$ cat config.mk
export PLATFORM = sky130hd
export DESIGN_NAME = pmp_csr_file
export DESIGN_NICKNAME = d
export VERILOG_FILES = /design/src/rtl/pmp_csr_file.sv
export SDC_FILE = /design/constraint.sdc
export NUM_CORES = 1
export LEC_CHECK = 0
export CORE_AREA = 3 3 244 246
export CTS_CLUSTER_SIZE = 14
export DETAILED_ROUTE_END_ITERATION = 10
export DIE_AREA = 0 0 247 249
export PLACE_DENSITY = 0.7
export SLEW_MARGIN = 0
export SYNTH_ARGS = -nofsm -noshare
export SYNTH_HDL_FRONTEND = slang
export SYNTH_SLANG_ARGS = --single-unit
$ cat constraint.sdc
create_clock -name clock -period 53.6 [get_ports clock]
set_clock_uncertainty 0.15 [all_clocks]
set_input_delay 10.72 -clock clock [delete_from_list [all_inputs] [get_ports clock]]
set_output_delay 10.72 -clock clock [all_outputs]
set_load 0.02 [all_outputs]
$ cat src/rtl/pmp_csr_file.sv
// PMP CSR writer: pmpcfg0/1 and pmpaddr0-7 with WARL/lock rules and registered NAPOT masks.
// Optional build macro PMP_LOCK_OVERRIDE_EN adds io_debug_mode, which bypasses every lock check.
module pmp_csr_file (
  input  logic        clock,
  input  logic        reset,
`ifdef PMP_LOCK_OVERRIDE_EN
  input  logic        io_debug_mode,
`endif
  input  logic        io_req_valid,
  output logic        io_req_ready,
  input  logic        io_req_write,
  input  logic [11:0] io_req_addr,
  input  logic [31:0] io_req_wdata,
  output logic        io_resp_valid,
  output logic [31:0] io_resp_rdata,
  output logic        io_resp_illegal,
  output logic        io_busy,
  output logic io_pmp_0_cfg_l, output logic [1:0] io_pmp_0_cfg_a, output logic io_pmp_0_cfg_x,
  output logic io_pmp_0_cfg_w, output logic io_pmp_0_cfg_r, output logic [29:0] io_pmp_0_addr, output logic [31:0] io_pmp_0_mask,
  output logic io_pmp_1_cfg_l, output logic [1:0] io_pmp_1_cfg_a, output logic io_pmp_1_cfg_x,
  output logic io_pmp_1_cfg_w, output logic io_pmp_1_cfg_r, output logic [29:0] io_pmp_1_addr, output logic [31:0] io_pmp_1_mask,
  output logic io_pmp_2_cfg_l, output logic [1:0] io_pmp_2_cfg_a, output logic io_pmp_2_cfg_x,
  output logic io_pmp_2_cfg_w, output logic io_pmp_2_cfg_r, output logic [29:0] io_pmp_2_addr, output logic [31:0] io_pmp_2_mask,
  output logic io_pmp_3_cfg_l, output logic [1:0] io_pmp_3_cfg_a, output logic io_pmp_3_cfg_x,
  output logic io_pmp_3_cfg_w, output logic io_pmp_3_cfg_r, output logic [29:0] io_pmp_3_addr, output logic [31:0] io_pmp_3_mask,
  output logic io_pmp_4_cfg_l, output logic [1:0] io_pmp_4_cfg_a, output logic io_pmp_4_cfg_x,
  output logic io_pmp_4_cfg_w, output logic io_pmp_4_cfg_r, output logic [29:0] io_pmp_4_addr, output logic [31:0] io_pmp_4_mask,
  output logic io_pmp_5_cfg_l, output logic [1:0] io_pmp_5_cfg_a, output logic io_pmp_5_cfg_x,
  output logic io_pmp_5_cfg_w, output logic io_pmp_5_cfg_r, output logic [29:0] io_pmp_5_addr, output logic [31:0] io_pmp_5_mask,
  output logic io_pmp_6_cfg_l, output logic [1:0] io_pmp_6_cfg_a, output logic io_pmp_6_cfg_x,
  output logic io_pmp_6_cfg_w, output logic io_pmp_6_cfg_r, output logic [29:0] io_pmp_6_addr, output logic [31:0] io_pmp_6_mask,
  output logic io_pmp_7_cfg_l, output logic [1:0] io_pmp_7_cfg_a, output logic io_pmp_7_cfg_x,
  output logic io_pmp_7_cfg_w, output logic io_pmp_7_cfg_r, output logic [29:0] io_pmp_7_addr, output logic [31:0] io_pmp_7_mask
);

  // Handshake: a request is taken on any cycle with io_req_valid & io_req_ready; io_req_ready
  // is low only during the single mask-recompute cycle, and the response pulses one cycle later.

  logic [7:0]  cfg_q  [8];
  logic [7:0]  cfg_d  [8];
  logic [29:0] addr_q [8];
  logic [29:0] addr_d [8];
  logic [31:0] mask_q [8];
  logic        busy_q, resp_valid_q, resp_illegal_q;
  logic [31:0] resp_rdata_q, rdata_d;
  logic        accept, is_cfg, is_addr, legal, applied, cfg_sel, lock_bypass;
  logic [2:0]  idx;
  logic [7:0]  tor_lock;
  logic        unused_wdata;

`ifdef PMP_LOCK_OVERRIDE_EN
  assign lock_bypass = io_debug_mode;
`else
  assign lock_bypass = 1'b0;
`endif

  // Address bit 29 cannot reach mask bits [31:0] (its only effect is on t[30]), so it is not an input.
  function automatic logic [31:0] napot_mask(input logic [28:0] a, input logic a0);
    logic [29:0] base;
    logic [29:0] t;
    base = {a, a0};
    t    = base & ~(base + 30'd1);
    return {t, 2'b11};
  endfunction

  assign unused_wdata = ^{io_req_wdata[30:29], io_req_wdata[22:21], io_req_wdata[14:13], io_req_wdata[6:5]};

  assign accept  = io_req_valid & ~busy_q;
  assign is_cfg  = (io_req_addr[11:1] == 11'h1D0);
  assign is_addr = (io_req_addr[11:3] == 9'h076);
  assign legal   = is_cfg | is_addr;
  assign cfg_sel = io_req_addr[0];
  assign idx     = io_req_addr[2:0];

  always_comb begin
    tor_lock    = '0;
    for (int i = 0; i < 7; i++)
      tor_lock[i] = cfg_q[i+1][7] & (cfg_q[i+1][4:3] == 2'b01);
    cfg_d   = cfg_q;
    addr_d  = addr_q;
    applied = 1'b0;
    rdata_d = '0;
    if (accept && io_req_write) begin
      if (is_cfg) begin
        for (int k = 0; k < 4; k++) begin
          if (!cfg_q[{cfg_sel, 2'(k)}][7] || lock_bypass) begin
            cfg_d[{cfg_sel, 2'(k)}] = {io_req_wdata[8*k+7], 2'b00, io_req_wdata[8*k+3 +: 2],
                                       io_req_wdata[8*k+2], io_req_wdata[8*k+1] & io_req_wdata[8*k],
                                       io_req_wdata[8*k]};
            applied = 1'b1;
          end
        end
      end else if (is_addr) begin
        if (!(cfg_q[idx][7] || tor_lock[idx]) || lock_bypass) begin
          addr_d[idx] = io_req_wdata[29:0];
          applied     = 1'b1;
        end
      end
    end else if (accept) begin
      if (is_cfg) begin
        for (int k = 0; k < 4; k++)
          rdata_d[8*k +: 8] = cfg_q[{cfg_sel, 2'(k)}];
      end else if (is_addr) begin
        rdata_d = {2'b00, addr_q[idx]};
      end
    end
  end

  always_ff @(posedge clock or posedge reset) begin
    if (reset) begin
      for (int i = 0; i < 8; i++) begin
        cfg_q[i]  <= '0;
        addr_q[i] <= '0;
        mask_q[i] <= '0;
      end
      busy_q         <= 1'b0;
      resp_valid_q   <= 1'b0;
      resp_illegal_q <= 1'b0;
      resp_rdata_q   <= '0;
    end else begin
      cfg_q          <= cfg_d;
      addr_q         <= addr_d;
      busy_q         <= applied;
      resp_valid_q   <= accept;
      resp_illegal_q <= accept & ~legal;
      resp_rdata_q   <= rdata_d;
      // Masks follow the registers committed on the previous edge.
      if (busy_q) begin
        for (int i = 0; i < 8; i++)
          mask_q[i] <= napot_mask(addr_q[i][28:0], cfg_q[i][3]);
      end
    end
  end

  assign io_req_ready    = ~busy_q;
  assign io_busy         = busy_q;
  assign io_resp_valid   = resp_valid_q;
  assign io_resp_rdata   = resp_rdata_q;
  assign io_resp_illegal = resp_illegal_q;

  assign {io_pmp_0_cfg_l, io_pmp_0_cfg_a, io_pmp_0_cfg_x, io_pmp_0_cfg_w, io_pmp_0_cfg_r} = {cfg_q[0][7], cfg_q[0][4:0]};
  assign {io_pmp_1_cfg_l, io_pmp_1_cfg_a, io_pmp_1_cfg_x, io_pmp_1_cfg_w, io_pmp_1_cfg_r} = {cfg_q[1][7], cfg_q[1][4:0]};
  assign {io_pmp_2_cfg_l, io_pmp_2_cfg_a, io_pmp_2_cfg_x, io_pmp_2_cfg_w, io_pmp_2_cfg_r} = {cfg_q[2][7], cfg_q[2][4:0]};
  assign {io_pmp_3_cfg_l, io_pmp_3_cfg_a, io_pmp_3_cfg_x, io_pmp_3_cfg_w, io_pmp_3_cfg_r} = {cfg_q[3][7], cfg_q[3][4:0]};
  assign {io_pmp_4_cfg_l, io_pmp_4_cfg_a, io_pmp_4_cfg_x, io_pmp_4_cfg_w, io_pmp_4_cfg_r} = {cfg_q[4][7], cfg_q[4][4:0]};
  assign {io_pmp_5_cfg_l, io_pmp_5_cfg_a, io_pmp_5_cfg_x, io_pmp_5_cfg_w, io_pmp_5_cfg_r} = {cfg_q[5][7], cfg_q[5][4:0]};
  assign {io_pmp_6_cfg_l, io_pmp_6_cfg_a, io_pmp_6_cfg_x, io_pmp_6_cfg_w, io_pmp_6_cfg_r} = {cfg_q[6][7], cfg_q[6][4:0]};
  assign {io_pmp_7_cfg_l, io_pmp_7_cfg_a, io_pmp_7_cfg_x, io_pmp_7_cfg_w, io_pmp_7_cfg_r} = {cfg_q[7][7], cfg_q[7][4:0]};

  assign io_pmp_0_addr = addr_q[0];
  assign io_pmp_1_addr = addr_q[1];
  assign io_pmp_2_addr = addr_q[2];
  assign io_pmp_3_addr = addr_q[3];
  assign io_pmp_4_addr = addr_q[4];
  assign io_pmp_5_addr = addr_q[5];
  assign io_pmp_6_addr = addr_q[6];
  assign io_pmp_7_addr = addr_q[7];

  assign io_pmp_0_mask = mask_q[0];
  assign io_pmp_1_mask = mask_q[1];
  assign io_pmp_2_mask = mask_q[2];
  assign io_pmp_3_mask = mask_q[3];
  assign io_pmp_4_mask = mask_q[4];
  assign io_pmp_5_mask = mask_q[5];
  assign io_pmp_6_mask = mask_q[6];
  assign io_pmp_7_mask = mask_q[7];

endmodule
[Word level (Yosys, flattened, before mapping)]
Cells that the tools add are included.
Widths: inputs -> output; s select.
Cells by class
  order comparisons: 11
  reductions and logical operators: 9
  bitwise logic cells: 39
  muxes and demuxes: 57
  $add $sub $neg: 8
  equal/unequal tests: 9
Operators with widths (count)
  $mux 64: 10
  $bwmux 64: 4
  $add 30x1->30 const B: 8
  $and 30x30->30: 8
  $bwmux 240: 1
  $not 30->30: 8
  $bmux 8 s3: 5
  $mux 30: 4
  $mux 8: 14
  $demux 8 s3: 4
  $mux 32: 3
  $bmux 30 s3: 1
  $demux 30 s3: 1
  $ge 4x4->1 const B: 5
  $lt 4x1->1 const B: 5
  $not 3->4: 5
  $eq 2x1->1 const B: 7
  $and 1x1->1: 13
  $eq 11x9->1 const B: 1
  $eq 9x7->1 const B: 1
  $mux 1: 9
  $logic_and 1x1->1: 6
  $lt 3x4->1 const B: 1
  $not 1->1: 4
  5 further kinds: 5
Storage, ports and cells
  word-level logic and storage cells: 161
  output and inout bits: 580
  register bits: 595
  bits of input ports: 48

[Depth between registers and ports, before layout]
Gate-level depths: netlist of the first run.
  depth after elaboration: 19
  gate-level depth with buffers: 9
  gate-level depth less buffers: 5

[Worst setup path after synthesis of the first run]
Ideal clock, no wire load.
  kind: input to register
  from: input port io_req_addr[10]
  to: register addr_q (netlist bit io_pmp_6_addr[0])
  data required time: 53.325 ns
  path buffers: 2
  library setup time: 0.125 ns
  stages on the path: 7
  slack: 40.926 ns
  arrival time: 12.399 ns
  cells stage by stage: nor4b_4 and3_1 buf_4 nand2_4 or4_4 buf_6 mux2_4
On the way
  cells in the longest elaborated chain, start to end: 3
  elaborated cells between the ends (all ways): 4
  those cells by class: eq/ne (2); bitwise (1); reduce/logical (1)
Ends and longest elaborated chain
  start, declared: line 12  | input logic [11:0] io_req_addr,
  $eq 11x9->1: line 69  | assign is_cfg = (io_req_addr[11:1] == 11'h1D0);
  $not 1->1 (no line)
  $reduce_and 4->1 (no line) *
  end signal, assigned: line 122  | addr_q <= addr_d;
  end, declared: line 41  | logic [29:0] addr_q [8];
Mark *: on every way between the ends. The rest lies on a longest branch, timed or not.
A chain may end at the register's enable or synchronous reset.

[Worst setup path in the final report of the first run]
  from: input port io_req_addr[0]
  to: register addr_q (netlist bit io_pmp_2_addr[4])
On the way
  cells in the longest elaborated chain, start to end: 7
  elaborated cells between the ends (all ways): 15
  those cells by class: order compare (2); mux (8); bitwise (2); reduce/logical (3)
Ends and longest elaborated chain
  branches (longest 7 deep; another with $ge 4x4->1)
Several ways; the timed one is not identified. The select of a mux whose other input is x is not followed.

==> results of run 1 <==
-- kinds of logic (layout without fill, tap and decap cells) --
family                 after synthesis  in the layout
buffers and inverters              241            861
other                                1              2
muxes                              341            341
DFF                                564            564
and+or+nand+nor                    393            393
AOI/OAI and AO/OA                  390            390
-- cell type report --
type,instances,area share
Inverter,96,0.0113
Timing Repair Buffer,658,0.198
Sequential cell,564,0.429
Tap cell,765,0.0291
Antenna cell,1,0.0000761
Multi-Input combinational cell,1125,0.271
Clock inverter,16,0.00593
Clock buffer,91,0.0559
-- cells in the mapped netlist (4+ instances only) --
master and n:
o22ai_1 83, o221ai_1 19, o2bb2ai_1 80, a32o_1 18
o21ai_0 82, nor2b_1 7, nand4_1 44, inv_1 95
nor4_1 4, or3_1 7, buf_6 6, a21o_1 24
clkbuf_1 68, buf_4 16, mux2i_1 12, buf_1 25
mux2_4 30, and3_1 17, a21oi_1 25, buf_2 30
mux2_2 297, a22o_1 18, or2_2 4, dfrtp_1 564
or4_1 23, nor2_1 38, nor3_1 16, nand3_1 67
and2_1 12, a2111o_1 6, nand2_1 112, o31ai_1 7
and4_1 24
-- worst reg2reg max path: cells and delay by family, from the launching register on --
family	cells	cell delay, ns
buffers and inverters	1	0.46
AND/OR/NAND/NOR	4	2.22
flip-flops	1	0.90
AO/OA/AOI/OAI	1	0.22
-- path summary, 6_finish.rpt --
| check | endpoint | slack, ns | cells after the start |
|---|---|---|---|
| max | io_pmp_2_addr[4] | 39.50 | 8 |
| min | io_pmp_1_mask[26] | 0.33 | 1 |
| max reg2reg | io_pmp_6_mask[30] | 49.58 | 6 |
| min reg2reg | io_pmp_1_mask[26] | 0.33 | 1 |
| max in group asynchronous | io_pmp_7_mask[4] | 40.23 | 4 |
| min in group asynchronous | io_pmp_1_mask[28] | 10.54 | 2 |
-- layer usage --
layer  track usage  vias to the layer above  wire length (um)
met5             0                        -                30
met4         0.127                        6              4450
met3        0.0853                      217             10300
met2         0.495                     1159             46200
met1         0.448                    10200             41200
li1              -                     8251                 -
-- per-stage QoR --
stage               total power, W  setup slack (ns)  area (um^2)
finish                    0.000890             39.50        32900
global placement          0.000468             39.01        30900
CTS                       0.000895             39.61        32900
global route              0.000914             39.41        32900
floorplan                 0.000453             26.96        24100
detailed placement        0.000469             38.94        30900
-- power groups by stage --
stage	registers [W]	logic (W)	clock network, W
2_1_floorplan	0.000436	0.0000173	0
3_3_place_gp	0.000435	0.0000328	0
3_5_place_dp	0.000435	0.0000334	0
4_1_cts	0.000427	0.0000335	0.000434
5_1_grt	0.000427	0.0000361	0.000451
6_report	0.000427	0.0000338	0.000429
==> flow_summary.yaml, run 1 <==
outcome:
  outcome: "completed"
clock_network:
  htree_levels: 2
  cts_setup_buffers: 0
  cts_num_sinks: 564
  insertion_delay_ns: 0.63
  clk_root_buffer_cell: "clkbuf_16"
  cts_made_buffers: 59
  cts-resized-gates: 0
  cts_buffer_depth: 3
  cts_tree: "yes"
  ctsHoldBuffers: 0
  clk_pin_slew_ns: 0.06
power:
  p_leak_nw: 14.7
  p_switching_w: 0.000202
  ir_drop_v: 0.0000245
  power.density_nw_per_um2: 27.1
  clockPowerShare: 0.482
  power_frac_seq: 0.480
  comb_power_share: 0.038
  p_int_w: 0.000689
  swShare: 0.226
floorplanning:
  ios: 628
  die_w_um: 247
  initial_utilization: 0.418
  row_count: 88
  die_area_um2: 61500
  die_h_um: 249
  core-area_um2: 57600
grt:
  grt_max_degree: 136
  grt_first_pass_wirelength_um: 146000
  grt_usage: 0.326
  antenna_found_initial: 6
  grt.overflow.total: 0
  first_global_vias: 19700
synthesis:
  synth.area.top_cells: "dfrtp_1, mux2_2, o2bb2ai_1"
  ys_warn_count: 0
  yosys.area_share.simple: 0.0886
  ys_seq_area_frac: 0.587
  synth_fa_ha_area_frac: 0
  synth_cell_types: 67
  synth_area_per_cell_um2: 12.5
  synth_compound_area_frac: 0.117
  synth_largest_area_cell: "dfrtp_1"
  synth_top_family_by_area: "multiplexers"
  synth.net_count: 1978
  syn_inst: 1930
  yosys.area.top_type_share: 0.587
  muxShareOfSynthArea: 0.164
  synth_edf_count: 0
  postSynthRegisterBits: 564
  synthXorXnorAreaFrac: 0
  synth_ff_type: "dfrtp_1"
  syn-cell-area_um2: 24100
  async_reset_ff_frac: 1.00
timing:
  period_needed_ns: 14.10
  timing.hold.ws_ns: 0.334
  relSlewSlack: 0.273
  hold_viol: 0
  final_max_slew_viol_count: 0
  setup_viol: 0
  tightest_slew_ns: 1.09
  fin_crit_sh: 0.263
  rsz0062_at_grt: "false"
  fmax_mhz: 70.9
  setup_tns_ns: 0
final_layout:
  area_growth_pct: 36.7
  drive_above_1_share: 0.188
  finish.net_count: 2552
  multiInputGateArea_um2: 8900
  final_cells: 3316
  largest_reg_flops: 32
  final_core_util: 0.571
  fillers: 4728
  ff_latch_area_um2: 14100
  final_common_cell: "clkdlybuf4s50_1"
  mostFrequentLayoutCells: "clkdlybuf4s50_1, dfrtp_1, mux2_2"
critical_path:
  critPathBufInv: 4
  slowest_stage: "a221oi_1"
  crit_chain: "buf_2 > buf_4 > inv_1 > a21boi_0 > a221oi_1 > a2111o_1 > buf_4 > mux2_2"
  max_stage_delay_ns: 0.88
  crit_path_end_kind: "register"
  cpMostUsedCell: "buf_4"
  worstSetupStartpoint: "io_req_addr[0]"
  critPathKind: "primary input to register"
  arrival_ns: 14.47
  crit_family: "compound AO/OA/AOI/OAI gates"
  path_max_fanout: 58
  regToRegStartpoint: "io_busy"
  start_kind: "primary input"
  worstPathRequired_ns: 53.96
placement:
  hpwl_um: 74900
  dp.cells: 3208
  place.gp.congestion: 0.918
  io_buffer_count: 626
drt:
  drc_errors: 0
  via_per_inst: 5.99
  routed_wl_um: 102000
  vias: 19900
  drt_iter0_drc: 1853
  route.detailed.wl_per_inst_um: 30.8
  postRouteAntennaNets: 0
  drt-pass1-iter-count: 6
min_path:
  hp-class: "register to register"
  hold_start: "io_pmp_1_mask[26]"
job:
  drv_cap: 0
(Power assumes the default switching activity.)
==> run 2, diff against run 1 <==
CORE_AREA = 3 3 247 249   (was 3 3 244 246)
DIE_AREA = 0 0 250 252   (was 0 0 247 249)
PLACE_DENSITY = 0.69   (was 0.7)
clock period = 13.1 ns   (was 53.6 ns; I/O delays follow)
==> flow_summary.yaml, run 2 (same netlist as run 1, synthesis figures left out) <==
power:
  power.density_nw_per_um2: 110
  p_int_w: 0.00281
  clockPowerShare: 0.480
  p_total_w: 0.00363
  swShare: 0.227
  power_frac_seq: 0.481
  p_switching_w: 0.000826
  ir_drop_v: 0.000121
  p_leak_nw: 14.7
  comb_power_share: 0.039
drt:
  drc_errors: 0
  vias: 19800
  postRouteAntennaNets: 0
  routed_wl_um: 103000
  route.detailed.wl_per_inst_um: 31.1
  drt-pass1-iter-count: 6
  via_per_inst: 5.96
  drt_iter0_drc: 2015
floorplanning:
  core-area_um2: 58900
  row_count: 89
  ios: 628
  die_w_um: 250
  die_h_um: 252
  die_area_um2: 63000
  initial_utilization: 0.408
grt:
  grt_util_met2: 0.502
  antenna_found_initial: 3
  first_global_vias: 19900
  grt_usage: 0.319
  grt.overflow.total: 0
  grt_first_pass_wirelength_um: 147000
  grt_use_met3: 0.0867
  use_met1: 0.433
  grt_max_degree: 169
  grt_busiest_layer: "met2"
outcome:
  outcome: "completed"
timing:
  relSlewSlack: 0.281
  setup_viol: 0
  tightest_slew_ns: 1.08
  fin_crit_sh: 0.465
  hold_viol: 0
  fmax_mhz: 164
  period_needed_ns: 6.10
  final_max_slew_viol_count: 0
  setup_tns_ns: 0
  setup_ws_ns: 7.00
  rsz0062_at_grt: "false"
placement:
  io_buffer_count: 626
  place.gp.congestion: 0.924
  place_area_um2: 30900
  dp_slack_ns: 6.44
  hpwl_um: 75800
clock_network:
  cts_setup_buffers: 0
  cts_tree: "yes"
  clk_pin_slew_ns: 0.06
  cts_num_sinks: 564
  clk_root_buffer_cell: "clkbuf_16"
  htree_levels: 2
  cts-resized-gates: 0
  cts_buffer_depth: 3
  ctsHoldBuffers: 0
  insertion_delay_ns: 0.64
  cts_made_buffers: 58
critical_path:
  critPathKind: "primary input to register"
  start_kind: "primary input"
  worstPathRequired_ns: 13.45
  crit_path_end_kind: "register"
  max_stage_delay_ns: 0.92
  cpMostUsedCell: "buf_4"
  crit_family: "compound AO/OA/AOI/OAI gates"
  slowest_stage: "a2111o_1"
  arrival_ns: 6.45
  path_max_fanout: 58
  crit_chain: "buf_2 > buf_4 > inv_1 > a21boi_0 > a221oi_1 > a2111o_1 > buf_4 > mux2_2"
  critPathBufInv: 4
final_layout:
  finish.net_count: 2555
  mostFrequentLayoutCells: "clkdlybuf4s50_1, dfrtp_1, mux2_2"
  area_growth_pct: 36.9
  n_antenna_cell: 0
  final_core_util: 0.559
  final_common_cell: "clkdlybuf4s50_1"
  fin_area_um2: 32900
  largest_reg_flops: 32
  drive_above_1_share: 0.190
job:
  drv_cap: 0
min_path:
  hp-class: "register to register"
-- run 2: cell type report --
| type | count | area, um^2 |
|---|---|---|
| Clock inverter | 23 | 289 |
| Timing Repair Buffer | 662 | 6560 |
| Fill cell | 4930 | 26000 |
| Tap cell | 773 | 967 |
| Sequential cell | 564 | 14100 |
| Clock buffer | 83 | 1720 |
| Inverter | 96 | 369 |
| Multi-Input combinational cell | 1125 | 8900 |
-- run 2: path summary, 6_finish.rpt --
| kind | to | slack (ns) | from | cells past startpoint |
|---|---|---|---|---|
| worst max-delay path | io_pmp_3_addr[25] | 7.00 | io_req_addr[0] | 8 |
| worst min register to register | io_pmp_6_mask[22] | 0.33 | io_pmp_6_mask[22] | 1 |
| min in group asynchronous | io_pmp_5_mask[29] | 2.37 | reset | 3 |
| worst max register to register | io_pmp_3_addr[25] | 9.23 | io_pmp_7_cfg_a[0] | 6 |
| worst min-delay path | io_pmp_6_mask[22] | 0.33 | io_pmp_6_mask[22] | 1 |
| max in group asynchronous | io_pmp_5_cfg_a[1] | 8.07 | reset | 5 |
-- run 2: stage by stage --
step	hold slack (ns)	std cells
detailed placement	0.318	3220
global placement	0.314	3220
CTS	0.331	3326
floorplan	0.443	1930
global route	0.344	3326
finish	0.329	3326
-- run 2: worst register-to-register path: stages (launching register included) --
cell      delay, ns
dfrtp_1        0.68
nor2b_1        0.26
o21ai_0        0.12
a221oi_1       0.85
a2111o_1       0.92
buf_4          0.42
mux2_2         0.38
-- run 2: power groups by stage --
| stage | registers [W] | clock network, W | logic [W] |
|---|---|---|---|
| finish | 0.00175 | 0.00174 | 0.000140 |
| global route | 0.00175 | 0.00184 | 0.000149 |
| CTS | 0.00175 | 0.00177 | 0.000139 |
| detailed placement | 0.00178 | 0 | 0.000138 |
| global placement | 0.00178 | 0 | 0.000136 |
| floorplan | 0.00178 | 0 | 0.0000709 |
-- run 2: layer usage --
| layer | routed length, um | up-vias |
|---|---|---|
| met5 | 32 | - |
| met4 | 3470 | 4 |
| met3 | 10200 | 196 |
| met2 | 47800 | 1134 |
| met1 | 41900 | 10200 |
| li1 | - | 8259 |
